**config.mk**
```make
export PLATFORM = sky130hd
export DESIGN_NAME = lcd_cmd_sequencer_flat
export DESIGN_NICKNAME = d
export VERILOG_FILES = /design/src/rtl/lcd_cmd_sequencer_pkg.sv /design/src/rtl/lcd_cmd_sequencer_if.sv /design/src/rtl/lcd_cmd_sequencer_delay_timer.sv /design/src/rtl/lcd_cmd_sequencer.sv /design/src/flat_wrapper.sv
export SDC_FILE = /design/constraint.sdc
export NUM_CORES = 1
export LEC_CHECK = 0
export ABC_AREA = 1
export CAP_MARGIN = 20
export CORE_ASPECT_RATIO = 0.9
export CORE_MARGIN = 2
export CORE_UTILIZATION = 54
export CTS_CLUSTER_SIZE = 24
export DETAILED_ROUTE_END_ITERATION = 6
export PLACE_DENSITY = 0.81
export REMOVE_ABC_BUFFERS = 1
export SETUP_SLACK_MARGIN = 0.1
export SLEW_MARGIN = 10
export SYNTH_ARGS = -nofsm -noshare
export SYNTH_HDL_FRONTEND = slang
export SYNTH_SLANG_ARGS = --single-unit
```
**constraint.sdc**
```tcl
create_clock -name clk -period 2.1 [get_ports clk]
set_input_delay 0.42 -clock clk [delete_from_list [all_inputs] [get_ports clk]]
set_output_delay 0.42 -clock clk [all_outputs]
set_load 0.01 [all_outputs]
```
**src/rtl/lcd_cmd_sequencer_pkg.sv**
```systemverilog
// Shared types, display command opcodes and object colour lookup for the
// LCD command sequencer.
package lcd_pkg;

  typedef enum logic [2:0] {
    IDLE,
    INIT_CMD,
    INIT_WAIT,
    FILL_CMD,
    PIXEL,
    DONE
  } state_t;

  localparam logic [7:0] CMD_RESET     = 8'h01;
  localparam logic [7:0] CMD_DISP_OFF  = 8'h28;
  localparam logic [7:0] CMD_SLEEP_OUT = 8'h11;
  localparam logic [7:0] CMD_DISP_ON   = 8'h29;
  localparam logic [7:0] CMD_CASET     = 8'h2A;
  localparam logic [7:0] CMD_PASET     = 8'h2B;
  localparam logic [7:0] CMD_RAMWR     = 8'h2C;

  // RGB565 fill colour per board object; unused codes paint white
  function automatic logic [15:0] obj_colour(input logic [2:0] obj);
    case (obj)
      3'd1:    return 16'h901E;
      3'd2:    return 16'h6815;
      3'd3:    return 16'hF800;
      3'd4:    return 16'h0814;
      default: return 16'hFFFF;
    endcase
  endfunction

endpackage

```
**src/rtl/lcd_cmd_sequencer_if.sv**
```systemverilog
// Request and byte-link handshake bundle between a host and the sequencer.
interface lcd_cmd_sequencer_if #(
  parameter int COORD_W = 4
);
  logic               req_valid;
  logic               req_ready;
  logic               req_kind;
  logic [COORD_W-1:0] req_x;
  logic [COORD_W-1:0] req_y;
  logic [2:0]         req_obj;
  logic [7:0]         d;
  logic               dcx;
  logic               wr_valid;
  logic               wr_ready;

  modport master (
    output req_valid, req_kind, req_x, req_y, req_obj, wr_ready,
    input  req_ready, d, dcx, wr_valid
  );

  modport slave (
    input  req_valid, req_kind, req_x, req_y, req_obj, wr_ready,
    output req_ready, d, dcx, wr_valid
  );
endinterface

```
**src/rtl/lcd_cmd_sequencer_delay_timer.sv**
```systemverilog
// Down-counter that times the post-command waits; expired is high once the
// loaded count has run out.
module lcd_delay_timer #(
  parameter int DELAY_CYC = 50000
) (
  input  logic clk,
  input  logic nrst,
  input  logic start,
  output logic expired
);

  localparam int               CNT_W = $clog2(DELAY_CYC) + 1;
  localparam logic [CNT_W-1:0] LOAD  = CNT_W'(DELAY_CYC - 1);

  logic [CNT_W-1:0] count;

  always_ff @(posedge clk or negedge nrst) begin
    if (!nrst)
      count <= '0;
    else if (start)
      count <= LOAD;
    else if (count != '0)
      count <= count - CNT_W'(1);
  end

  assign expired = (count == '0);

endmodule

```
**src/rtl/lcd_cmd_sequencer.sv**
```systemverilog
// Emits the display init sequence or a filled cell (window set + RAM write)
// as a stream of command/data bytes over a valid/ready byte link.
module lcd_cmd_sequencer
  import lcd_pkg::*;
#(
  parameter int CELL_PX   = 20,
  parameter int COORD_W   = 4,
  parameter int DELAY_CYC = 50000
) (
  input  logic                clk,
  input  logic                nrst,
  lcd_cmd_sequencer_if.slave  bus,
  output logic                busy,
  output logic                done
);

  localparam logic [15:0] PIX_TOTAL = 16'(CELL_PX * CELL_PX);

  state_t             state;
  logic               kind_q;
  logic [COORD_W-1:0] x_q;
  logic [COORD_W-1:0] y_q;
  logic [2:0]         obj_q;
  logic [3:0]         idx;
  logic [15:0]        pix_cnt;
  logic               pix_lo;
  logic [7:0]         d_q;
  logic               dcx_q;
  logic               wr_valid_q;

  logic        take;
  logic        timer_start;
  logic        timer_expired;
  logic [3:0]  nidx;
  logic [15:0] sc, ec, sp, ep;
  logic [15:0] colour;
  logic [7:0]  fill_byte;
  logic        fill_dcx;

  assign take          = wr_valid_q && bus.wr_ready;
  assign timer_start   = take && (state == INIT_CMD) && !kind_q && !idx[0];
  assign nidx          = idx + 4'd1;
  assign sc            = 16'(x_q) * 16'(CELL_PX);
  assign ec            = sc + 16'(CELL_PX - 1);
  assign sp            = 16'(y_q) * 16'(CELL_PX);
  assign ep            = sp + 16'(CELL_PX - 1);
  assign colour        = obj_colour(obj_q);

  assign bus.req_ready = (state == IDLE);
  assign bus.d         = d_q;
  assign bus.dcx       = dcx_q;
  assign bus.wr_valid  = wr_valid_q;
  assign busy          = (state != IDLE);

  lcd_delay_timer #(
    .DELAY_CYC (DELAY_CYC)
  ) u_timer (
    .clk     (clk),
    .nrst    (nrst),
    .start   (timer_start),
    .expired (timer_expired)
  );

  // Header byte that follows header index idx; opcodes sit at 0, 5 and 10
  always_comb begin
    fill_byte = CMD_CASET;
    case (nidx)
      4'd1:    fill_byte = sc[15:8];
      4'd2:    fill_byte = sc[7:0];
      4'd3:    fill_byte = ec[15:8];
      4'd4:    fill_byte = ec[7:0];
      4'd5:    fill_byte = CMD_PASET;
      4'd6:    fill_byte = sp[15:8];
      4'd7:    fill_byte = sp[7:0];
      4'd8:    fill_byte = ep[15:8];
      4'd9:    fill_byte = ep[7:0];
      4'd10:   fill_byte = CMD_RAMWR;
      default: fill_byte = CMD_CASET;
    endcase
    fill_dcx = !(nidx == 4'd5 || nidx == 4'd10);
  end

  // A new byte is loaded only on an accepted transfer, so d/dcx hold during stalls
  always_ff @(posedge clk or negedge nrst) begin
    if (!nrst) begin
      state      <= IDLE;
      kind_q     <= 1'b0;
      x_q        <= '0;
      y_q        <= '0;
      obj_q      <= '0;
      idx        <= '0;
      pix_cnt    <= '0;
      pix_lo     <= 1'b0;
      d_q        <= '0;
      dcx_q      <= 1'b0;
      wr_valid_q <= 1'b0;
      done       <= 1'b0;
    end else begin
      done <= 1'b0;
      case (state)
        IDLE: begin
          if (bus.req_valid) begin
            kind_q     <= bus.req_kind;
            x_q        <= bus.req_x;
            y_q        <= bus.req_y;
            obj_q      <= bus.req_obj;
            idx        <= '0;
            dcx_q      <= 1'b0;
            wr_valid_q <= 1'b1;
            if (bus.req_kind) begin
              d_q   <= CMD_CASET;
              state <= FILL_CMD;
            end else begin
              d_q   <= CMD_RESET;
              state <= INIT_CMD;
            end
          end
        end
        INIT_CMD: begin
          if (take) begin
            idx <= nidx;
            if (idx == 4'd3) begin
              wr_valid_q <= 1'b0;
              done       <= 1'b1;
              state      <= DONE;
            end else if (!idx[0]) begin
              wr_valid_q <= 1'b0;
              state      <= INIT_WAIT;
            end else begin
              d_q <= CMD_SLEEP_OUT;
            end
          end
        end
        INIT_WAIT: begin
          if (timer_expired) begin
            d_q        <= (idx == 4'd1) ? CMD_DISP_OFF : CMD_DISP_ON;
            wr_valid_q <= 1'b1;
            state      <= INIT_CMD;
          end
        end
        FILL_CMD: begin
          if (take) begin
            if (idx == 4'd10) begin
              d_q     <= colour[15:8];
              dcx_q   <= 1'b1;
              pix_cnt <= PIX_TOTAL;
              pix_lo  <= 1'b0;
              idx     <= '0;
              state   <= PIXEL;
            end else begin
              d_q   <= fill_byte;
              dcx_q <= fill_dcx;
              idx   <= nidx;
            end
          end
        end
        PIXEL: begin
          if (take) begin
            if (!pix_lo) begin
              d_q    <= colour[7:0];
              pix_lo <= 1'b1;
            end else begin
              pix_cnt <= pix_cnt - 16'd1;
              pix_lo  <= 1'b0;
              if (pix_cnt == 16'd1) begin
                wr_valid_q <= 1'b0;
                done       <= 1'b1;
                state      <= DONE;
              end else begin
                d_q <= colour[15:8];
              end
            end
          end
        end
        DONE:    state <= IDLE;
        default: state <= IDLE;
      endcase
    end
  end

endmodule

```
**src/flat_wrapper.sv**
```systemverilog
// flat-port wrapper written by rule: the top's interface ports become plain ports
module lcd_cmd_sequencer_flat import lcd_pkg::*;
#(
  parameter int CELL_PX   = 20,
  parameter int COORD_W   = 4,
  parameter int DELAY_CYC = 50000
)
  (clk, nrst, busy, done, bus_req_valid, bus_req_kind, bus_req_x, bus_req_y, bus_req_obj, bus_wr_ready, bus_req_ready, bus_d, bus_dcx, bus_wr_valid);
  lcd_cmd_sequencer_if #(.COORD_W(COORD_W)) bus_i ();
  input  logic clk;
  input  logic nrst;
  output logic busy;
  output logic done;
  input wire logic [$bits(bus_i.req_valid)-1:0] bus_req_valid;
  input wire logic [$bits(bus_i.req_kind)-1:0] bus_req_kind;
  input wire logic [$bits(bus_i.req_x)-1:0] bus_req_x;
  input wire logic [$bits(bus_i.req_y)-1:0] bus_req_y;
  input wire logic [$bits(bus_i.req_obj)-1:0] bus_req_obj;
  input wire logic [$bits(bus_i.wr_ready)-1:0] bus_wr_ready;
  output wire logic [$bits(bus_i.req_ready)-1:0] bus_req_ready;
  output wire logic [$bits(bus_i.d)-1:0] bus_d;
  output wire logic [$bits(bus_i.dcx)-1:0] bus_dcx;
  output wire logic [$bits(bus_i.wr_valid)-1:0] bus_wr_valid;
  assign bus_i.req_valid = bus_req_valid;
  assign bus_i.req_kind = bus_req_kind;
  assign bus_i.req_x = bus_req_x;
  assign bus_i.req_y = bus_req_y;
  assign bus_i.req_obj = bus_req_obj;
  assign bus_i.wr_ready = bus_wr_ready;
  assign bus_req_ready = bus_i.req_ready;
  assign bus_d = bus_i.d;
  assign bus_dcx = bus_i.dcx;
  assign bus_wr_valid = bus_i.wr_valid;
  lcd_cmd_sequencer #(.CELL_PX(CELL_PX), .COORD_W(COORD_W), .DELAY_CYC(DELAY_CYC)) u_core (.clk(clk), .nrst(nrst), .bus(bus_i), .busy(busy), .done(done));
endmodule
```
==> flow_summary.yaml <==
global_routing:
  busiest_layer: "met2"
  antenna_found_initial: 0
  track_usage_pct: 26.8
  grt_overflow: 0
  grt_max_degree: 45
  grt_pass1_wl_um: 19400
  met3_usage_pct: 5.68
  grt_pass1_vias: 4280
  gr-usage-met1_pct: 36.9
  grt_use_met2_pct: 41.7
layout:
  synthToLayoutAreaGrowth_pct: 33.0
  fin_area_um2: 5870
  n_fill_cell: 604
  final_cell_mix: "179 x nand2_1, 71 x inv_1, 65 x nor2_1"
  n_antenna_cell: 0
  layout.nets: 773
  layout-drive-gt1-share_pct: 22.9
  instances_no_fill: 840
  final_common_cell: "nand2_1"
  post-route-util_pct: 73.4
clock_tree:
  cts_num_sinks: 64
  cts_max_path_buffers: 2
  cts_inserted_buffers: 9
  path_clk_slew_ns: 0.08
  cts_tree: "done"
  cts_max_level: 3
  ctsRootBufferMaster: "clkbuf_8"
  insertion_delay_ns: 0.36
power:
  max-vdd-ir-drop_uv: 674
  p_total_mw: 8.74
  power-per-cell-area_nw_per_um2: 1490
  p_leak_nw: 2.91
worst_setup_path:
  arrival_ns: 2.59
  crit_path_start_kind: "flip-flop"
  cp.required_ns: 2.35
  cp_max_fo: 4
  worst_setup_path_end_kind: "flip-flop"
  crit_type: "flip-flop to flip-flop"
sta:
  max-slew-margin-rel_pct: 65.7
  rsz0062_at_grt: "true"
  final_max_slew_viol_count: 0
  fin_crit_sh_pct: 111
  tightest_slew_ns: 0.514
  fmax_ghz: 0.428
  setup_viol_count_final: 4
  fin_crit_ns: 2.34
  setup_slack_ns: -0.238
  fin_skew_ns: 0.00934
  hold_violations: 0
drt:
  post_drt_wl_per_cell_um: 14.7
  drt_iter0_drc: 306
  drt_first_pass_iters: 5
  drc: 0
  vias: 4644
  finalWirelength_um: 12400
  ant_nets: 0
  vias_per_cell: 5.53
synth:
  synth_compound_area_share_pct: 10.2
  synth_top_family_by_area: "simple AND/OR/NAND/NOR gates"
  synth_area_per_cell_um2: 6.93
  netlist_instances: 636
  synth-seq-cells: 64
  yosys.area_share.adder_pct: 6.30
  synth.area.mux_share_pct: 0
  synth-simple-area-share_pct: 37.2
  ys_seq_area_share_pct: 36.3
  synth_xor_area_share_pct: 1.99
  synth_area_um2: 4410
  yosys_warnings: 0
  synthDistinctLibCells: 39
floorplan:
  core_um2: 7990
  io_pins: 29
  initial_utilization_pct: 55.2
  die_x_um: 99.3
  die_h_um: 89.7
  rows: 31
  dieArea_um2: 8910
outcome:
  status: "finished, violations left"
  violations: "setup timing"
placed_design:
  place_inst: 790
  port_buffers: 28
  dpl_worst_slack_ns: -0.268
  place_area_um2: 5040
  place.gp.congestion: 0.943
  hpwl_um: 8360
worst_hold_path:
  hold_class: "input pin to async pin"
flow_run:
  maxCapViolCount: 0
-- metal layers --
layer,routed length (um),vias to the layer above
li1,-,2256
met1,5600,2174
met2,5750,194
met3,766,20
met4,235,0
met5,0,-
-- synthesized netlist by cell type --
master | instances | area [um^2]
a221oi_1 | 1 | 8.76
o21ai_1 | 1 | 5.00
o22ai_1 | 3 | 18.8
nor3_1 | 17 | 85.1
nand4_1 | 16 | 100
nand3b_1 | 3 | 22.5
a41oi_1 | 1 | 8.76
o21ai_0 | 38 | 190
clkbuf_1 | 2 | 7.51
buf_6 | 1 | 11.3
dfrtp_1 | 64 | 1600
nor3_2 | 2 | 20.0
o21bai_1 | 1 | 7.51
xnor2_1 | 4 | 35.0
nand2_2 | 8 | 50.1
a21oi_1 | 26 | 130
xor2_1 | 6 | 52.6
inv_1 | 78 | 293
buf_2 | 2 | 10.0
clkbuf_2 | 1 | 5.00
nand3_1 | 38 | 190
nor2_1 | 71 | 267
inv_2 | 5 | 18.8
buf_4 | 1 | 7.51
nor3b_1 | 2 | 15.0
nor2_2 | 8 | 50.1
o31ai_1 | 1 | 7.51
o211ai_1 | 2 | 15.0
a31oi_1 | 3 | 18.8
ha_1 | 19 | 238
fa_1 | 2 | 40.0
nand2_1 | 192 | 721
o21a_1 | 1 | 7.51
nand3_2 | 3 | 30.0
nor2_4 | 4 | 45.0
a22oi_1 | 1 | 7.51
or2_2 | 3 | 18.8
nor4_1 | 4 | 25.0
o2111ai_4 | 1 | 26.3
-- stage by stage --
stage	hold slack, ns	setup TNS [ns]
CTS	0.0379	-0.913
global route	0.0638	-1.25
global placement	0.416	-0.631
finish	0.0245	-0.686
floorplan	0.124	-0.383
detailed placement	0.416	-0.900
-- timing repair --
action,4_1_cts,5_1_grt
hold buffers,0,0
hold endpoints to repair,0,0
pin swaps,15,24
setup buffers,5,29
resized for setup,20,73
setup endpoints to repair,10,32
-- area by class of cell --
| type | count | area, um^2 | share of cell area [%] |
|---|---|---|---|
| Clock buffer | 10 | 128 | 2.17 |
| Clock inverter | 6 | 92.6 | 1.58 |
| Inverter | 83 | 319 | 5.44 |
| Multi-Input combinational cell | 482 | 2770 | 47.2 |
| Sequential cell | 64 | 1610 | 27.4 |
| Tap cell | 99 | 124 | 2.11 |
| Timing Repair Buffer | 96 | 827 | 14.1 |
-- path summary, 6_finish.rpt --
| path | start | endpoint | slack, ns | cells after the start |
|---|---|---|---|---|
| min in group clk | u_core.bus.d[6]$_DFFE_PN0P_ | u_core.bus.d[6]$_DFFE_PN0P_ | 0.48 | 2 |
| max | u_core.x_q[1]$_DFFE_PN0P_ | u_core.bus.d[0]$_DFFE_PN0P_ | -0.24 | 14 |
| min | nrst | u_core.pix_cnt[13]$_DFFE_PN0P_ | 0.02 | 1 |
| max in group asynchronous | nrst | u_core.x_q[0]$_DFFE_PN0P_ | 1.47 | 2 |
| max reg2reg | u_core.x_q[1]$_DFFE_PN0P_ | u_core.bus.d[0]$_DFFE_PN0P_ | -0.24 | 14 |
| min reg2reg | u_core.bus.d[6]$_DFFE_PN0P_ | u_core.bus.d[6]$_DFFE_PN0P_ | 0.48 | 2 |
-- worst max-delay path, cell delays in order, from the launching register on --
cell and delay, ns:
dfrtp_1 0.42, ha_4 0.26, ha_4 0.16, fa_2 0.57, nand2_1 0.10, o21ai_1 0.16, nand2_1 0.08, nand2_1 0.07
nand2_1 0.04, nor2_1 0.10, nand3_1 0.07, nand2_1 0.06, nand2_1 0.04, nand2_1 0.06, nand2_1 0.05
-- registers in the layout (all words and copies together), names as in the netlist, 3 cells and up --
| register | flops |
|---|---|
| u_core.idx | 4 |
| u_core.u_timer.count | 17 |
| u_core.obj_q | 3 |
| u_core.bus.d | 8 |
| u_core.x_q | 4 |
| u_core.state | 3 |
| u_core.pix_cnt | 16 |
| u_core.y_q | 4 |
-- report_power, final --
group	switching, mW	internal [mW]
Sequential	0.439	1.72
Clock	0.527	0.674
Combinational	3.04	2.34
Total	4.00	4.74
-- kinds of logic (layout without fill, tap and decap cells) --
| logic type | count (synthesis) | in the layout |
|---|---|---|
| AOI/OAI and AO/OA | 80 | 80 |
| xor gates and xnor gates | 10 | 10 |
| adders and majority gates | 21 | 21 |
| buffers and inverters | 90 | 195 |
| DFF | 64 | 64 |
| and+or+nand+nor | 371 | 371 |
(Power assumes the default switching activity.)
